### src/rtl/life_hud_renderer_pkg.sv
// Shared definitions for the life/gameover HUD renderer: colours, FSM states and the heart glyph.
// The glyph is stored MSB-first so that column 0 is the leftmost pixel of each row.
package life_hud_renderer_pkg;

    localparam logic [11:0] RGB_FILLED = 12'hF00;
    localparam logic [11:0] RGB_EMPTY  = 12'h444;
    localparam logic [11:0] RGB_BANNER = 12'h800;
    localparam logic [11:0] RGB_BORDER = 12'hFFF;

    typedef enum logic [1:0] {
        ST_IDLE,
        ST_FLASH,
        ST_GAMEOVER
    } hud_state_t;

    // 8x8 heart, row 0 in the top byte.
    localparam logic [63:0] HEART_BITMAP = 64'h66FF_FFFF_7E3C_1800;

    function automatic logic heart_bit(input logic [2:0] row, input logic [2:0] col);
        logic [5:0] idx;
        idx = 6'd63 - {row, 3'b000} - {3'b000, col};
        return HEART_BITMAP[idx];
    endfunction

endpackage

### src/rtl/life_hud_renderer_if.sv
// Scan-position / life-status inputs and HUD pixel outputs of the renderer.
// The pixel pipeline is the master; the renderer is the slave.
interface life_hud_renderer_if;

    logic        frame_tick;
    logic [9:0]  pixel_x;
    logic [9:0]  pixel_y;
    logic [2:0]  life;
    logic        gameover;
    logic        hud_on;
    logic [11:0] hud_rgb;
    logic        flash_active;

    modport master (
        output frame_tick, pixel_x, pixel_y, life, gameover,
        input  hud_on, hud_rgb, flash_active
    );

    modport slave (
        input  frame_tick, pixel_x, pixel_y, life, gameover,
        output hud_on, hud_rgb, flash_active
    );

endinterface

### src/rtl/life_hud_renderer_hud_slot_decoder.sv
// Maps a scan position onto a heart slot: whether it is inside one, which one,
// and the glyph row/column after the x2 scale.
module hud_slot_decoder #(
    parameter int MAX_LIFE   = 5,
    parameter int HUD_X0     = 8,
    parameter int HUD_Y0     = 8,
    parameter int SLOT_PITCH = 20
) (
    input  logic [9:0] i_pixel_x,
    input  logic [9:0] i_pixel_y,
    output logic       o_in_slot,
    output logic [2:0] o_slot_idx,
    output logic [2:0] o_row,
    output logic [2:0] o_col
);

    logic [10:0] w_x;
    logic [10:0] w_y;
    logic        w_in_row;

    // One extra bit so origin+16 never wraps for columns near 1023.
    assign w_x      = {1'b0, i_pixel_x};
    assign w_y      = {1'b0, i_pixel_y};
    assign w_in_row = (w_y >= 11'(HUD_Y0)) && (w_y < 11'(HUD_Y0 + 16));
    assign o_row    = 3'((w_y - 11'(HUD_Y0)) >> 1);

    // NOTE: every output of a combinational block gets a default first, otherwise a latch is inferred.
    always_comb begin
        o_in_slot  = 1'b0;
        o_slot_idx = '0;
        o_col      = '0;
        for (int i = 0; i < MAX_LIFE; i++) begin
            if (w_in_row &&
                (w_x >= 11'(HUD_X0 + i * SLOT_PITCH)) &&
                (w_x <  11'(HUD_X0 + i * SLOT_PITCH + 16))) begin
                o_in_slot  = 1'b1;
                o_slot_idx = 3'(i);
                o_col      = 3'((w_x - 11'(HUD_X0 + i * SLOT_PITCH)) >> 1);
            end
        end
    end

endmodule

### src/rtl/life_hud_renderer.sv
// HUD overlay: heart row with lost-heart blinking and a blinking GAME OVER banner.
// Life status is latched once per frame; pixel outputs are registered (1-cycle latency).
module life_hud_renderer
    import life_hud_renderer_pkg::*;
#(
    parameter int MAX_LIFE     = 5,
    parameter int HUD_X0       = 8,
    parameter int HUD_Y0       = 8,
    parameter int SLOT_PITCH   = 20,
    parameter int FLASH_FRAMES = 32,
    parameter int BANNER_W     = 192,
    parameter int BANNER_H     = 32
) (
    input  logic                 clk,
    input  logic                 reset_n,
    life_hud_renderer_if.slave   hud
);

    localparam int FC_W = $clog2(FLASH_FRAMES);
    localparam int BX0  = 320 - BANNER_W / 2;
    localparam int BX1  = BX0 + BANNER_W;
    localparam int BY0  = 240 - BANNER_H / 2;
    localparam int BY1  = BY0 + BANNER_H;

    hud_state_t      r_state, w_state_nxt;
    logic [2:0]      r_life_q;
    logic [5:0]      r_frame_cnt;
    logic [FC_W-1:0] r_flash_cnt, w_flash_cnt_nxt;
    logic [2:0]      r_flash_lo, w_flash_lo_nxt;
    logic [2:0]      r_flash_hi, w_flash_hi_nxt;

    logic [2:0]      w_life_c;
    logic            w_in_slot;
    logic [2:0]      w_slot_idx, w_row, w_col;
    logic [10:0]     w_x, w_y;
    logic            w_in_banner, w_on_border, w_lit;
    logic            w_hud_on, w_flash_active;
    logic [11:0]     w_hud_rgb;
    logic            r_hud_on, r_flash_active;
    logic [11:0]     r_hud_rgb;

    assign w_life_c = (hud.life > 3'(MAX_LIFE)) ? 3'(MAX_LIFE) : hud.life;

    hud_slot_decoder #(
        .MAX_LIFE   (MAX_LIFE),
        .HUD_X0     (HUD_X0),
        .HUD_Y0     (HUD_Y0),
        .SLOT_PITCH (SLOT_PITCH)
    ) u_slot_decoder (
        .i_pixel_x  (hud.pixel_x),
        .i_pixel_y  (hud.pixel_y),
        .o_in_slot  (w_in_slot),
        .o_slot_idx (w_slot_idx),
        .o_row      (w_row),
        .o_col      (w_col)
    );

    // NOTE: sequential state uses non-blocking assignments so every register samples pre-edge values.
    always_ff @(posedge clk) begin
        if (!reset_n) begin
            r_state     <= ST_IDLE;
            r_life_q    <= 3'(MAX_LIFE);
            r_frame_cnt <= '0;
            r_flash_cnt <= '0;
            r_flash_lo  <= '0;
            r_flash_hi  <= '0;
        end else begin
            r_state     <= w_state_nxt;
            r_flash_cnt <= w_flash_cnt_nxt;
            r_flash_lo  <= w_flash_lo_nxt;
            r_flash_hi  <= w_flash_hi_nxt;
            if (hud.frame_tick) begin
                r_frame_cnt <= r_frame_cnt + 6'd1;
                r_life_q    <= w_life_c;
            end
        end
    end

    always_comb begin
        w_state_nxt     = r_state;
        w_flash_cnt_nxt = r_flash_cnt;
        w_flash_lo_nxt  = r_flash_lo;
        w_flash_hi_nxt  = r_flash_hi;
        if (hud.frame_tick) begin
            case (r_state)
                ST_IDLE: begin
                    if (hud.gameover) begin
                        w_state_nxt = ST_GAMEOVER;
                    end else if (w_life_c < r_life_q) begin
                        w_state_nxt     = ST_FLASH;
                        w_flash_lo_nxt  = w_life_c;
                        w_flash_hi_nxt  = r_life_q;
                        w_flash_cnt_nxt = FC_W'(FLASH_FRAMES - 1);
                    end
                end
                ST_FLASH: begin
                    if (hud.gameover) begin
                        w_state_nxt = ST_GAMEOVER;
                    end else if (w_life_c < r_life_q) begin
                        // A further drop widens the blink downwards; the top slot is kept.
                        w_flash_lo_nxt  = w_life_c;
                        w_flash_cnt_nxt = FC_W'(FLASH_FRAMES - 1);
                    end else if (w_life_c > r_life_q) begin
                        w_state_nxt = ST_IDLE;
                    end else if (r_flash_cnt == '0) begin
                        w_state_nxt = ST_IDLE;
                    end else begin
                        w_flash_cnt_nxt = r_flash_cnt - FC_W'(1);
                    end
                end
                ST_GAMEOVER: begin
                    if (!hud.gameover) begin
                        w_state_nxt = ST_IDLE;
                    end
                end
                default: w_state_nxt = ST_IDLE;
            endcase
        end
    end

    assign w_x         = {1'b0, hud.pixel_x};
    assign w_y         = {1'b0, hud.pixel_y};
    assign w_in_banner = (w_x >= 11'(BX0)) && (w_x < 11'(BX1)) &&
                         (w_y >= 11'(BY0)) && (w_y < 11'(BY1));
    assign w_on_border = (w_x < 11'(BX0 + 2)) || (w_x >= 11'(BX1 - 2)) ||
                         (w_y < 11'(BY0 + 2)) || (w_y >= 11'(BY1 - 2));

    always_comb begin
        w_hud_on       = 1'b0;
        w_hud_rgb      = '0;
        w_lit          = 1'b0;
        w_flash_active = (r_state == ST_FLASH);
        if (w_in_slot && heart_bit(w_row, w_col)) begin
            w_lit = (r_state != ST_GAMEOVER) && (w_slot_idx < r_life_q);
            if (r_state == ST_FLASH && w_slot_idx >= r_flash_lo && w_slot_idx < r_flash_hi) begin
                w_lit = r_frame_cnt[2];
            end
            w_hud_on  = 1'b1;
            w_hud_rgb = w_lit ? RGB_FILLED : RGB_EMPTY;
        end
        // Banner is drawn last so it overlays anything underneath it.
        if (r_state == ST_GAMEOVER && !r_frame_cnt[4] && w_in_banner) begin
            w_hud_on  = 1'b1;
            w_hud_rgb = w_on_border ? RGB_BORDER : RGB_BANNER;
        end
    end

    always_ff @(posedge clk) begin
        if (!reset_n) begin
            r_hud_on       <= 1'b0;
            r_hud_rgb      <= '0;
            r_flash_active <= 1'b0;
        end else begin
            r_hud_on       <= w_hud_on;
            r_hud_rgb      <= w_hud_rgb;
            r_flash_active <= w_flash_active;
        end
    end

    assign hud.hud_on       = r_hud_on;
    assign hud.hud_rgb      = r_hud_rgb;
    assign hud.flash_active = r_flash_active;

endmodule

### src/flat_wrapper.sv
// flat-port wrapper written by rule: the top's interface ports become plain ports
module life_hud_renderer_flat import life_hud_renderer_pkg::*;
#(
    parameter int MAX_LIFE     = 5,
    parameter int HUD_X0       = 8,
    parameter int HUD_Y0       = 8,
    parameter int SLOT_PITCH   = 20,
    parameter int FLASH_FRAMES = 32,
    parameter int BANNER_W     = 192,
    parameter int BANNER_H     = 32
)
  (clk, reset_n, hud_frame_tick, hud_pixel_x, hud_pixel_y, hud_life, hud_gameover, hud_hud_on, hud_hud_rgb, hud_flash_active);
  life_hud_renderer_if hud_i ();
  input  logic clk;
  input  logic reset_n;
  input wire logic [$bits(hud_i.frame_tick)-1:0] hud_frame_tick;
  input wire logic [$bits(hud_i.pixel_x)-1:0] hud_pixel_x;
  input wire logic [$bits(hud_i.pixel_y)-1:0] hud_pixel_y;
  input wire logic [$bits(hud_i.life)-1:0] hud_life;
  input wire logic [$bits(hud_i.gameover)-1:0] hud_gameover;
  output wire logic [$bits(hud_i.hud_on)-1:0] hud_hud_on;
  output wire logic [$bits(hud_i.hud_rgb)-1:0] hud_hud_rgb;
  output wire logic [$bits(hud_i.flash_active)-1:0] hud_flash_active;
  assign hud_i.frame_tick = hud_frame_tick;
  assign hud_i.pixel_x = hud_pixel_x;
  assign hud_i.pixel_y = hud_pixel_y;
  assign hud_i.life = hud_life;
  assign hud_i.gameover = hud_gameover;
  assign hud_hud_on = hud_i.hud_on;
  assign hud_hud_rgb = hud_i.hud_rgb;
  assign hud_flash_active = hud_i.flash_active;
  life_hud_renderer #(.MAX_LIFE(MAX_LIFE), .HUD_X0(HUD_X0), .HUD_Y0(HUD_Y0), .SLOT_PITCH(SLOT_PITCH), .FLASH_FRAMES(FLASH_FRAMES), .BANNER_W(BANNER_W), .BANNER_H(BANNER_H)) u_core (.clk(clk), .reset_n(reset_n), .hud(hud_i));
endmodule
### config.mk
export PLATFORM = sky130hd
export DESIGN_NAME = life_hud_renderer_flat
export DESIGN_NICKNAME = d
export VERILOG_FILES = /design/src/rtl/life_hud_renderer_pkg.sv /design/src/rtl/life_hud_renderer_if.sv /design/src/rtl/life_hud_renderer_hud_slot_decoder.sv /design/src/rtl/life_hud_renderer.sv /design/src/flat_wrapper.sv
export SDC_FILE = /design/constraint.sdc
export NUM_CORES = 1
export LEC_CHECK = 0
export ABC_CLOCK_PERIOD_IN_PS = 4400
export CORE_MARGIN = 2
export CORE_UTILIZATION = 30
export DETAILED_ROUTE_END_ITERATION = 6
export HOLD_SLACK_MARGIN = 0.12
export PLACE_DENSITY = 0.61
export SLEW_MARGIN = 20
export SYNTH_ARGS = -nofsm -noshare
export SYNTH_HDL_FRONTEND = slang
export SYNTH_SLANG_ARGS = --single-unit
### constraint.sdc
create_clock -name clk -period 4.4 [get_ports clk]
set_input_delay 1.1 -clock clk [delete_from_list [all_inputs] [get_ports clk]]
set_output_delay 1.1 -clock clk [all_outputs]
set_load 0.05 [all_outputs]
==> out/metrics.cfg <==
[outcome]
status=complete, no violations

[route]
dr.pass1.iters=4
drtIter0Drc=106
antenna_left=0
via_count=2016
routedWlPerCell_um=11.7
viasPerCell=4.91
drc_errors=0
routed_wl_um=4800

[timing]
fin_crit_sh_pct=93.6
hold_viol=0
finalCriticalPeriod_ns=4.12
setup_ws_ns=0.283
tightest_slew_ns=0.695
max_slew_margin_pct=53.6
setup-tns-final_ns=0
fmax_ghz=0.243
rsz0062_at_grt=no
setup_viol=0
drv_slew=0
clock-skew-final_ns=0.00667

[die]
rows=31
die_w_um=89.3
die_area_um2=7970
core_um2=7140
io_pins=41
start_util_pct=30.6
die_y_um=89.3

[placed_design]
pre_cts_ws_ns=-0.0206
io_buffers=39
dp_cells=408
dpl_cell_area_um2=2720
dpl.hpwl_um=3930
place.gp.congestion=0.810

[global_routing]
grt_use_met2_pct=22.0
gr-usage-met1_pct=16.1
grt.busiest_layer=met2
gr-usage-met3_pct=2.22
grt_max_degree=23
grt_overflow=0
grt_pass1_vias=1849
track_usage_pct=12.4
grt_antenna_before_repair=0
grt_pass1_wl_um=8080

[synthesis]
yosys_warnings=0
syn-num-nets=319
seq_area_frac_synth_pct=25.7
async_reset_ff_share_pct=0
synth_edf_count=0
avgSynthCellArea_um2=8.08
ys_ff_latch=28
synth_cell_type_count=59
ys.flop_type=dfxtp_1
synth_area_um2=2180
synthCells=270

[layout]
num_antenna_cells=0
regArea_um2=561
multi_input_area_um2=1460
syn2layout_area_growth_pct=26.6
nets=363
drive_above_1_share_pct=10.6
stdcell_count=411
fill_cells=754
final_area_um2=2760
final_cell_mix=clkdlybuf4s50_1 (39), nor2_1 (30), dfxtp_1 (28)
layout_commonest_cell=clkdlybuf4s50_1

[run]
max-cap-violations=0

[clock_network]
root_buffer=clkbuf_8
cts_tree=done
htreeDepth=1
numCtsBuffers=3
clock_sinks=28
cts_buffer_depth=2
postCtsSetupRepairBufs=0
clock_latency_ns=0.27
cts.clk_slew.worst_paths_ns=0.09

[critical_path]
cp-end-kind=register
cp-start-kind=input port
critPathMaxFanout=5
timing.critical_path.arrival_ns=4.24
crit_required_ns=4.53
critPathKind=in -> reg

[power_and_ir_drop]
power_density_nw_per_um2=198
static-leakage-power_nw=1.10
ir_worst_vdd_v=0.000124

[hold_path]
hp-class=reg -> reg

==> sequential cells by signal, summed over array words and instances, names as in the netlist <==
register,count
u_core.r_flash_hi,3
u_core.hud.hud_on,1
u_core.r_life_q,3
u_core.r_flash_cnt,5
u_core.hud.hud_rgb,5
u_core.r_state,2
u_core.r_frame_cnt,5
u_core.r_flash_lo,3
u_core.hud.flash_active,1
==> area by class of cell <==
| class | instances | area share (%) |
|---|---|---|
| repair buffers | 54 | 18.2 |
| multi-input cells | 208 | 52.9 |
| inverters | 19 | 2.58 |
| well taps | 99 | 4.49 |
| clock buffers | 3 | 1.50 |
| flip-flops and latches | 28 | 20.3 |
==> synthesized netlist by cell type, types with 5 or more instances <==
library cell	count	share of area, %
a21oi_1	15	3.4
a31oi_1	5	1.4
buf_4	8	2.8
dfxtp_1	28	26
ha_1	22	13
inv_1	19	3.3
mux2i_1	8	3.7
nand2_1	23	4.0
nand2b_1	6	1.7
nand3_1	7	1.6
nand4_1	6	1.7
nor2_1	31	5.3
nor3_1	7	1.6
o21ai_0	11	2.5
==> report_power, final <==
group          switching, mW  internal, mW  total (mW)
Combinational         0.0717        0.0668       0.139
Sequential           0.00828         0.264       0.273
Clock                 0.0741        0.0615       0.136
Total                  0.154         0.393       0.547
==> final timing paths <==
kind | startpoint | endpoint | slack (ns) | cells past startpoint
setup reg to reg | u_core.r_life_q[1] | u_core.r_flash_cnt[4] | 2.19 | 8
hold / removal | u_core.r_flash_lo[0] | u_core.r_flash_lo[0] | 0.47 | 2
setup / recovery | hud_pixel_x[2] | u_core.hud.hud_on | 0.28 | 15
hold reg to reg | u_core.r_flash_lo[0] | u_core.r_flash_lo[0] | 0.47 | 2
==> stage by stage <==
| stage | hold slack [ns] | power, mW | util, % |
|---|---|---|---|
| 6_report | 0.470 | 0.547 | 38.7 |
| 5_1_grt | 0.499 | 0.584 | 38.7 |
| 4_1_cts | 0.479 | 0.554 | 38.7 |
| 3_5_place_dp | 0.463 | 0.416 | 38.1 |
| 3_3_place_gp | 0.453 | 0.415 | 38.1 |
| 2_1_floorplan | 0.441 | 0.360 | - |
==> repair_timing <==
| action | CTS | global route |
|---|---|---|
| gates resized for setup | 0 | 1 |
| hold endpoints to repair | 0 | 0 |
| endpoints found under the setup margin | 0 | 1 |
| hold buffers | 0 | 0 |
==> cell families after synthesis <==
| kind of cell | count (synthesis) | share of synthesized area, % |
|---|---|---|
| AO/OA/AOI/OAI | 60 | 19.6 |
| XOR/XNOR | 6 | 2.75 |
| adder cells (fa/ha/maj) | 22 | 12.6 |
| buffers and inverters | 34 | 7.40 |
| flip-flops | 28 | 25.7 |
| multiplexers | 9 | 4.36 |
| AND/OR/NAND/NOR | 111 | 27.5 |
==> worst max-delay path, cell delays in order <==
cell and delay (ns):
clkdlybuf4s50_1 0.54, inv_1 0.10, ha_1 0.25, or2b_1 0.23, o2111a_1 0.18, o2bb2ai_1 0.16
o21ai_0 0.20, nor2_2 0.09, ha_1 0.18, nor2b_1 0.18, xnor2_1 0.17, nand2_1 0.13
or3b_2 0.49, o311ai_4 0.13, a21oi_1 0.12
==> layer usage <==
layer / up-vias / part of all wire [%]
met2: 27 / 48
met5: - / 0
met3: 4 / 3.0
met4: 0 / 0.77
li1: 1057 / -
met1: 928 / 49
(Power assumes the default switching activity.)
